`src/rtl/priority_decoder_stream_pkg.sv`:
```
// Shared code-space definitions for the priority encoder/decoder pair.
package priority_decoder_stream_pkg;

  localparam int          PRIO_WIDTH    = 10;
  localparam logic [3:0]  CODE_ZERO     = 4'd0;
  localparam logic [3:0]  CODE_MAX      = 4'd10;
  localparam logic [3:0]  CODE_ALL_ONES = 4'hF;

  // A code is legal if it names a bit position inside the vector (0..width)
  // or is the all-ones escape code; everything in between is illegal.
  function automatic logic code_legal(input int code, input int width, input int code_w);
    return (code <= width) || (code == ((1 << code_w) - 1));
  endfunction

endpackage

```
`src/rtl/sync_fifo.sv`:
```
// Small synchronous FIFO: count-based full/empty, head shown on dout.
module sync_fifo #(
  parameter int DW    = 11,
  parameter int DEPTH = 2
) (
  input  logic          clk,
  input  logic          reset_n,
  input  logic          push,
  input  logic          pop,
  input  logic [DW-1:0] din,
  output logic [DW-1:0] dout,
  output logic          full,
  output logic          empty
);
  localparam int AW = $clog2(DEPTH);
  localparam logic [AW:0] FULL_CNT = (AW+1)'(DEPTH);

  logic [DW-1:0] mem [DEPTH];
  logic [AW-1:0] wptr, rptr;
  logic [AW:0]   count;

  assign full  = (count == FULL_CNT);
  assign empty = (count == '0);
  // Storage is never cleared, so mask the head while empty to hide stale data.
  assign dout  = empty ? '0 : mem[rptr];

  // Pointer and occupancy update; pointers wrap modulo DEPTH.
  always_ff @(posedge clk) begin
    if (!reset_n) begin
      wptr  <= '0;
      rptr  <= '0;
      count <= '0;
    end else begin
      if (push) wptr <= wptr + 1'b1;
      if (pop)  rptr <= rptr + 1'b1;
      case ({push, pop})
        2'b10:   count <= count + 1'b1;
        2'b01:   count <= count - 1'b1;
        default: count <= count;
      endcase
    end
  end

  // Entry storage; the caller guarantees no push when full.
  always_ff @(posedge clk) begin
    if (push) mem[wptr] <= din;
  end

endmodule

```
`src/rtl/priority_decoder_stream.sv`:
```
// Expands a stream of leading-one codes back into WIDTH-bit vectors.
module priority_decoder_stream
  import priority_decoder_stream_pkg::*;
#(
  parameter int WIDTH      = PRIO_WIDTH,
  parameter int CODE_W     = 4,
  parameter int MODE       = 0,
  parameter int FIFO_DEPTH = 2,
  parameter int CNT_W      = 16
) (
  input  logic              clk,
  input  logic              reset_n,
  input  logic              in_valid,
  output logic              in_ready,
  input  logic [CODE_W-1:0] in_code,
  output logic              out_valid,
  input  logic              out_ready,
  output logic [WIDTH-1:0]  out_data,
  output logic              out_err,
  output logic              err_sticky,
  output logic [CNT_W-1:0]  dec_count,
  output logic [CNT_W-1:0]  err_count
);
  logic             full, empty, accept, pop;
  logic [WIDTH-1:0] dec_data;
  logic             dec_err;

  assign in_ready  = !full;
  assign accept    = in_valid && in_ready;
  assign out_valid = !empty;
  assign pop       = out_valid && out_ready;

  // Decode the incoming code ahead of the buffer write.
  always_comb begin
    int k;
    k        = int'(in_code);
    dec_data = '0;
    dec_err  = 1'b0;
    if (!code_legal(k, WIDTH, CODE_W)) begin
      dec_err = 1'b1;
    end else if (k == ((1 << CODE_W) - 1)) begin
      dec_data = '1;
    end else begin
      for (int i = 0; i < WIDTH; i++) begin
        if (MODE == 0) dec_data[i] = (i == k - 1);
        else           dec_data[i] = (i < k);
      end
    end
  end

  sync_fifo #(.DW(WIDTH+1), .DEPTH(FIFO_DEPTH)) u_fifo (
    .clk     (clk),
    .reset_n (reset_n),
    .push    (accept),
    .pop     (pop),
    .din     ({dec_err, dec_data}),
    .dout    ({out_err, out_data}),
    .full    (full),
    .empty   (empty)
  );

  // Statistics: accepts wrap, illegal codes saturate, sticky flag latches.
  always_ff @(posedge clk) begin
    if (!reset_n) begin
      dec_count  <= '0;
      err_count  <= '0;
      err_sticky <= 1'b0;
    end else if (accept) begin
      dec_count <= dec_count + 1'b1;
      if (dec_err) begin
        err_sticky <= 1'b1;
        if (err_count != '1) err_count <= err_count + 1'b1;
      end
    end
  end

endmodule

```
`config.mk`:
```
export PLATFORM = sky130hd
export DESIGN_NAME = priority_decoder_stream
export DESIGN_NICKNAME = d
export VERILOG_FILES = /design/src/rtl/priority_decoder_stream_pkg.sv /design/src/rtl/sync_fifo.sv /design/src/rtl/priority_decoder_stream.sv
export SDC_FILE = /design/constraint.sdc
export NUM_CORES = 1
export LEC_CHECK = 0
export ABC_AREA = 0
export CAP_MARGIN = 20
export CORE_UTILIZATION = 56
export DETAILED_ROUTE_END_ITERATION = 8
export HOLD_SLACK_MARGIN = 0.15
export MAX_ROUTING_LAYER = met4
export PLACE_DENSITY = 0.9
export SLEW_MARGIN = 20
export SYNTH_ARGS = -nofsm -noshare
export SYNTH_HDL_FRONTEND = slang
export SYNTH_SLANG_ARGS = --single-unit
export TNS_END_PERCENT = 50
```
`constraint.sdc`:
```
create_clock -name clk -period 3.3 [get_ports clk]
set_input_delay 0.825 -clock clk [delete_from_list [all_inputs] [get_ports clk]]
set_output_delay 0.825 -clock clk [all_outputs]
set_load 0.05 [all_outputs]
```
After elaboration in Yosys (flattened, before gate mapping) --
Memory sizes are Yosys's and may differ from the RTL's. A register that Yosys moved wholly into a read port is not among the register bits. Cells that the tools add are included.
Operators by class: $add $sub $neg 7, order comparisons 1, equal/unequal tests 14, mux-type cells 9, bitwise operators 1, reduce and logical (&&, ||, !) cells 10
Operators with widths (number):
- $add 16x1->16 const B | 2
- $logic_not 32->1 | 1
- $eq 4x5->1 const A | 4
- $mux 10 | 2
- $ne 16x16->1 const B | 1
- $mux 11 | 1
- $eq 3x5->1 const A | 2
- $eq 5x5->1 const A | 2
- $eq 2x5->1 const A | 1
- $mux 1 | 5
- $sub 4x1->5 const B | 1
- $eq 2x2->1 const B | 2
- $eq 4x1->1 const B | 1
- $le 4x4->1 const B | 1
- $pmux 2 s2 | 1
- $reduce_and 3->1 | 1
- $add 1x1->1 const B | 2
- $add 2x1->2 const B | 1
- $eq 2x1->1 const B | 1
- $logic_and 1x1->1 | 2
- $logic_not 1->1 | 2
- $logic_not 2->1 | 1
- $reduce_and 2->1 | 1
- $reduce_bool 2->1 | 1
- 3 further kinds | 3
Storage, ports and cells: register bits 37, bits in writable memories 22, bits of input ports 8, output and inout port bits 46, word-level logic and storage cells 49, memories kept 1
Memories:
- u_fifo.mem | depth 2, width 11, read ports 1, clocked after memory_dff 1, wr ports 1, line sync_fifo.sv:18 | logic [DW-1:0] mem [DEPTH];

Longest topological paths before layout --
depth after elaboration 5, depth in mapped cells 7, depth with buffers taken out 6

Hierarchy --
A second synthesis with hierarchy kept.
Unflattened totals: cells, all modules 296, area total of the unflattened synthesis 2887.8 um^2
By module, submodules not included:
- priority_decoder_stream | times used 1, cells an instance 228, area an instance 1849.3 um^2, seq. area each 660.6 um^2
- sync_fifo | times used 1, cells an instance 68, area an instance 1038.5 um^2, seq. area each 760.7 um^2

Worst setup path before layout --
No wires, ideal clock.
path kind reg-to-output, from register (tool-made name), to output out_data[0], arrival 1.578 ns, slack 0.897 ns, stages on the path, launching flop included 4, buffers on the path 1, cells stage by stage dfxtp_1 -> buf_1 -> mux2i_1 -> nor2_1
RTL lines:
- end: declaration | line priority_decoder_stream.sv:18 | output logic [WIDTH-1:0] out_data,

Worst setup path in the final report --
from register u_fifo.count[0], to output out_data[8]
On the way: cells in the longest elaborated chain, start to end 2
Ends and longest elaborated chain:
- start: declaration | line sync_fifo.sv:20 | logic [AW:0] count;
- start signal: assignment | line sync_fifo.sv:37 | 2'b10: count <= count + 1'b1;
- start signal: assignment | line sync_fifo.sv:38 | 2'b01: count <= count - 1'b1;
- start signal: assignment | line sync_fifo.sv:39 | default: count <= count;
- $logic_not 2->1 | line sync_fifo.sv:23 | assign empty = (count == '0);
- $mux 11 | line sync_fifo.sv:25 | assign dout = empty ? '0 : mem[rptr];
Every way passes these cells.

==> flow_summary.json <==
{
  "clock_path_buffers": 2,
  "synth_nets": 293,
  "rr_worst_depth": 5,
  "cp.required_ns": 2.47,
  "synthCells": 282,
  "synth_cell_types": 37,
  "setup_viol": 0,
  "cpMostUsedCell": "nor2_1",
  "num_vias": 2224,
  "layout_common_cells": "clkdlybuf4s50_1, dfxtp_1, and2_1",
  "ys_seq_elements": 60,
  "cap_violations": 0,
  "fin_hold_ws_ns": 0.498,
  "topRoutingLayerUsed": "met4",
  "wl_met1_mm": 2.49,
  "grt.overflow.total": 0,
  "diodes": 0,
  "critPathKind": "reg2out",
  "first_pass_iters": 4,
  "cts_tree": "yes",
  "track_usage_pct": 23.4,
  "dpl-instance-area_sq_um": 3450,
  "cts_made_buffers": 9,
  "max_freq_ghz": 0.333,
  "holdPathEnd": "err_sticky",
  "area_delta_synth_final_pct": 29.7,
  "ctsResizeCount": 0,
  "die_area_sq_um": 5360,
  "io_pins": 54,
  "root_buffer": "clkbuf_8",
  "drive_gt1_share_pct": 9.30,
  "start_util_pct": 59.3,
  "avgSynthCellArea_sq_um": 10.1,
  "reg2reg_from": "u_fifo.count[0]",
  "ant_nets": 0,
  "wl_per_cell_um": 13.9,
  "finalCriticalPeriod_ns": 3.00,
  "antenna_found_initial": 0,
  "fin_nets": 350,
  "fin_crit_sh_pct": 90.9,
  "start_kind": "flop",
  "report.final.hold_viol_count": 0,
  "wl_met3_um": 237,
  "fill_cells": 321,
  "die_w_um": 73.2,
  "rows": 25,
  "rr_endpoint": "err_count[15]",
  "timing.setup.tns_ns": 0,
  "clock_latency_ns": 0.34,
  "die_h_um": 73.2,
  "wirelength_mm": 5.73,
  "p_leak_nw": 1.38,
  "fin_total_pwr_mw": 2.44,
  "cp_slowest_cell": "clkdlybuf4s50_1",
  "clkTransAtPathRegs_ns": 0.07,
  "place_hpwl_mm": 3.80,
  "slew_violations": 0,
  "crit_fanout": 13,
  "layout_commonest_cell": "clkdlybuf4s50_1",
  "place_congestion": 0.890,
  "setup.worst_path.end_class": "primary output",
  "cts_setup_buffers": 0,
  "relSlewSlack_pct": 47.0,
  "coreArea_sq_um": 4790,
  "crit_chain": "nor2_1 > nor2_1 > clkdlybuf4s50_1",
  "hold_start": "err_sticky",
  "synth_area_sq_um": 2840,
  "yosysWarnings": 0,
  "status": "finished, final reports clean",
  "seq_area_frac_synth_pct": 50.0,
  "cts_sinks": 60,
  "first_global_vias": 2029,
  "whs_path_depth": 2,
  "tightest_slew_ns": 0.791,
  "critPathMaxStageDelay_ns": 0.74,
  "cts-htree-levels": 3,
  "cts_hold_buf": 0,
  "r2r_slack_ns": 1.19,
  "grt_pass1_wl_mm": 9.15,
  "portBuffers": 53,
  "cellPowerDensity_nw_per_um2": 662,
  "stdcell_area_sq_um": 3680,
  "dr.first_iter.drc_count": 139,
  "rsz0062_at_grt": "false",
  "peakVddDrop_mv": 0.440,
  "min_path_type": "reg2reg",
  "grt_max_degree": 39,
  "drc": 0,
  "vias_per_cell": 5.41,
  "skew_ns": 0.00515,
  "worstPathArrival_ns": 2.17,
  "wl_met2_mm": 2.93
}
state kept, by name, indices dropped and copies added (netlist names), named ones only:
signal and count:
dec_count 16, err_count 16, err_sticky 1, u_fifo.count 2, u_fifo.mem 22, u_fifo.rptr 1, u_fifo.wptr 1
stage by stage:
stage	setup WS, ns	std cells	utilization, %
floorplan	0.897	282	-
global placement	0.357	395	72.0
detailed placement	0.260	395	72.0
CTS	0.266	411	77.0
global route	0.158	411	77.0
finish	0.300	411	77.0
synthesized netlist by cell type (all sizes together):
| cell type | instances | area [sq um] |
|---|---|---|
| dfxtp | 38 | 761 |
| and2 | 24 | 150 |
| edfxtp | 22 | 661 |
| nand2 | 16 | 60.1 |
| nand3 | 16 | 80.1 |
| nor2 | 16 | 60.1 |
| a21boi | 15 | 113 |
| xor2 | 15 | 131 |
| mux2i | 14 | 140 |
| or3 | 11 | 68.8 |
| clkbuf | 10 | 37.5 |
| nand4 | 9 | 62.6 |
| nor3 | 9 | 45.0 |
| o21ai | 9 | 45.0 |
| xnor2 | 9 | 78.8 |
| inv | 7 | 26.3 |
| nor4 | 7 | 58.8 |
| and3 | 5 | 32.5 |
| or2 | 5 | 31.3 |
| a21oi | 4 | 20.0 |
| nand2b | 4 | 25.0 |
| o21a | 4 | 30.0 |
| and4 | 3 | 27.5 |
| buf | 3 | 16.3 |
| ha | 3 | 37.5 |
| a311o | 1 | 11.3 |
| and3b | 1 | 8.76 |
| nor2b | 1 | 6.26 |
| o2111ai | 1 | 15.0 |
routing by layer:
layer	global-route usage (%)	vias up
met5	-	-
met3	5.52	11
met4	9.80	0
met2	38.7	50
met1	27.4	1050
li1	-	1113
report_power, final:
part	switching, mW	total [mW]	internal [mW]	leakage, nW
combinational	0.463	0.723	0.260	0.745
sequential	0.0639	0.920	0.856	0.520
clock	0.296	0.795	0.498	0.115
worst max-delay path: cells and delay by family (launching register included):
kind                   cells  cell delay, ns
buffers and inverters      1            0.74
AND/OR/NAND/NOR            2            0.74
flip-flops                 1            0.35
logic make-up after synthesis:
| family | count (synthesis) | share of synthesized area, % |
|---|---|---|
| AOI/OAI and AO/OA | 34 | 8.24 |
| xor gates and xnor gates | 24 | 7.40 |
| adders and majority gates | 3 | 1.32 |
| buffers and inverters | 20 | 2.82 |
| DFF | 60 | 50.0 |
| muxes | 14 | 4.93 |
| and+or+nand+nor | 127 | 25.2 |
cell type report:
cell class | instances | area (sq um) | share of cell area (%)
Clock buffer | 9 | 124 | 3.36
Inverter | 7 | 26.3 | 0.713
Sequential cell | 60 | 1420 | 38.6
Timing Repair Buffer | 59 | 576 | 15.6
Clock inverter | 7 | 115 | 3.12
Tap cell | 67 | 83.8 | 2.28
Multi-Input combinational cell | 202 | 1340 | 36.3
worst max path at each step:
stage / from / end / slack (ns) / depth (start not counted)
2_1_floorplan: flop / out_data[0] / 0.90 / 3
3_3_place_gp: in_code[1] / err_count[10] / 0.36 / 6
3_5_place_dp: in_code[1] / err_count[15] / 0.26 / 6
4_1_cts: u_fifo.count[0] / out_data[6] / 0.27 / 3
5_1_grt: u_fifo.count[0] / out_data[2] / 0.16 / 3
6_report: u_fifo.count[0] / out_data[8] / 0.30 / 3
Power figures use the tool's default switching activity.
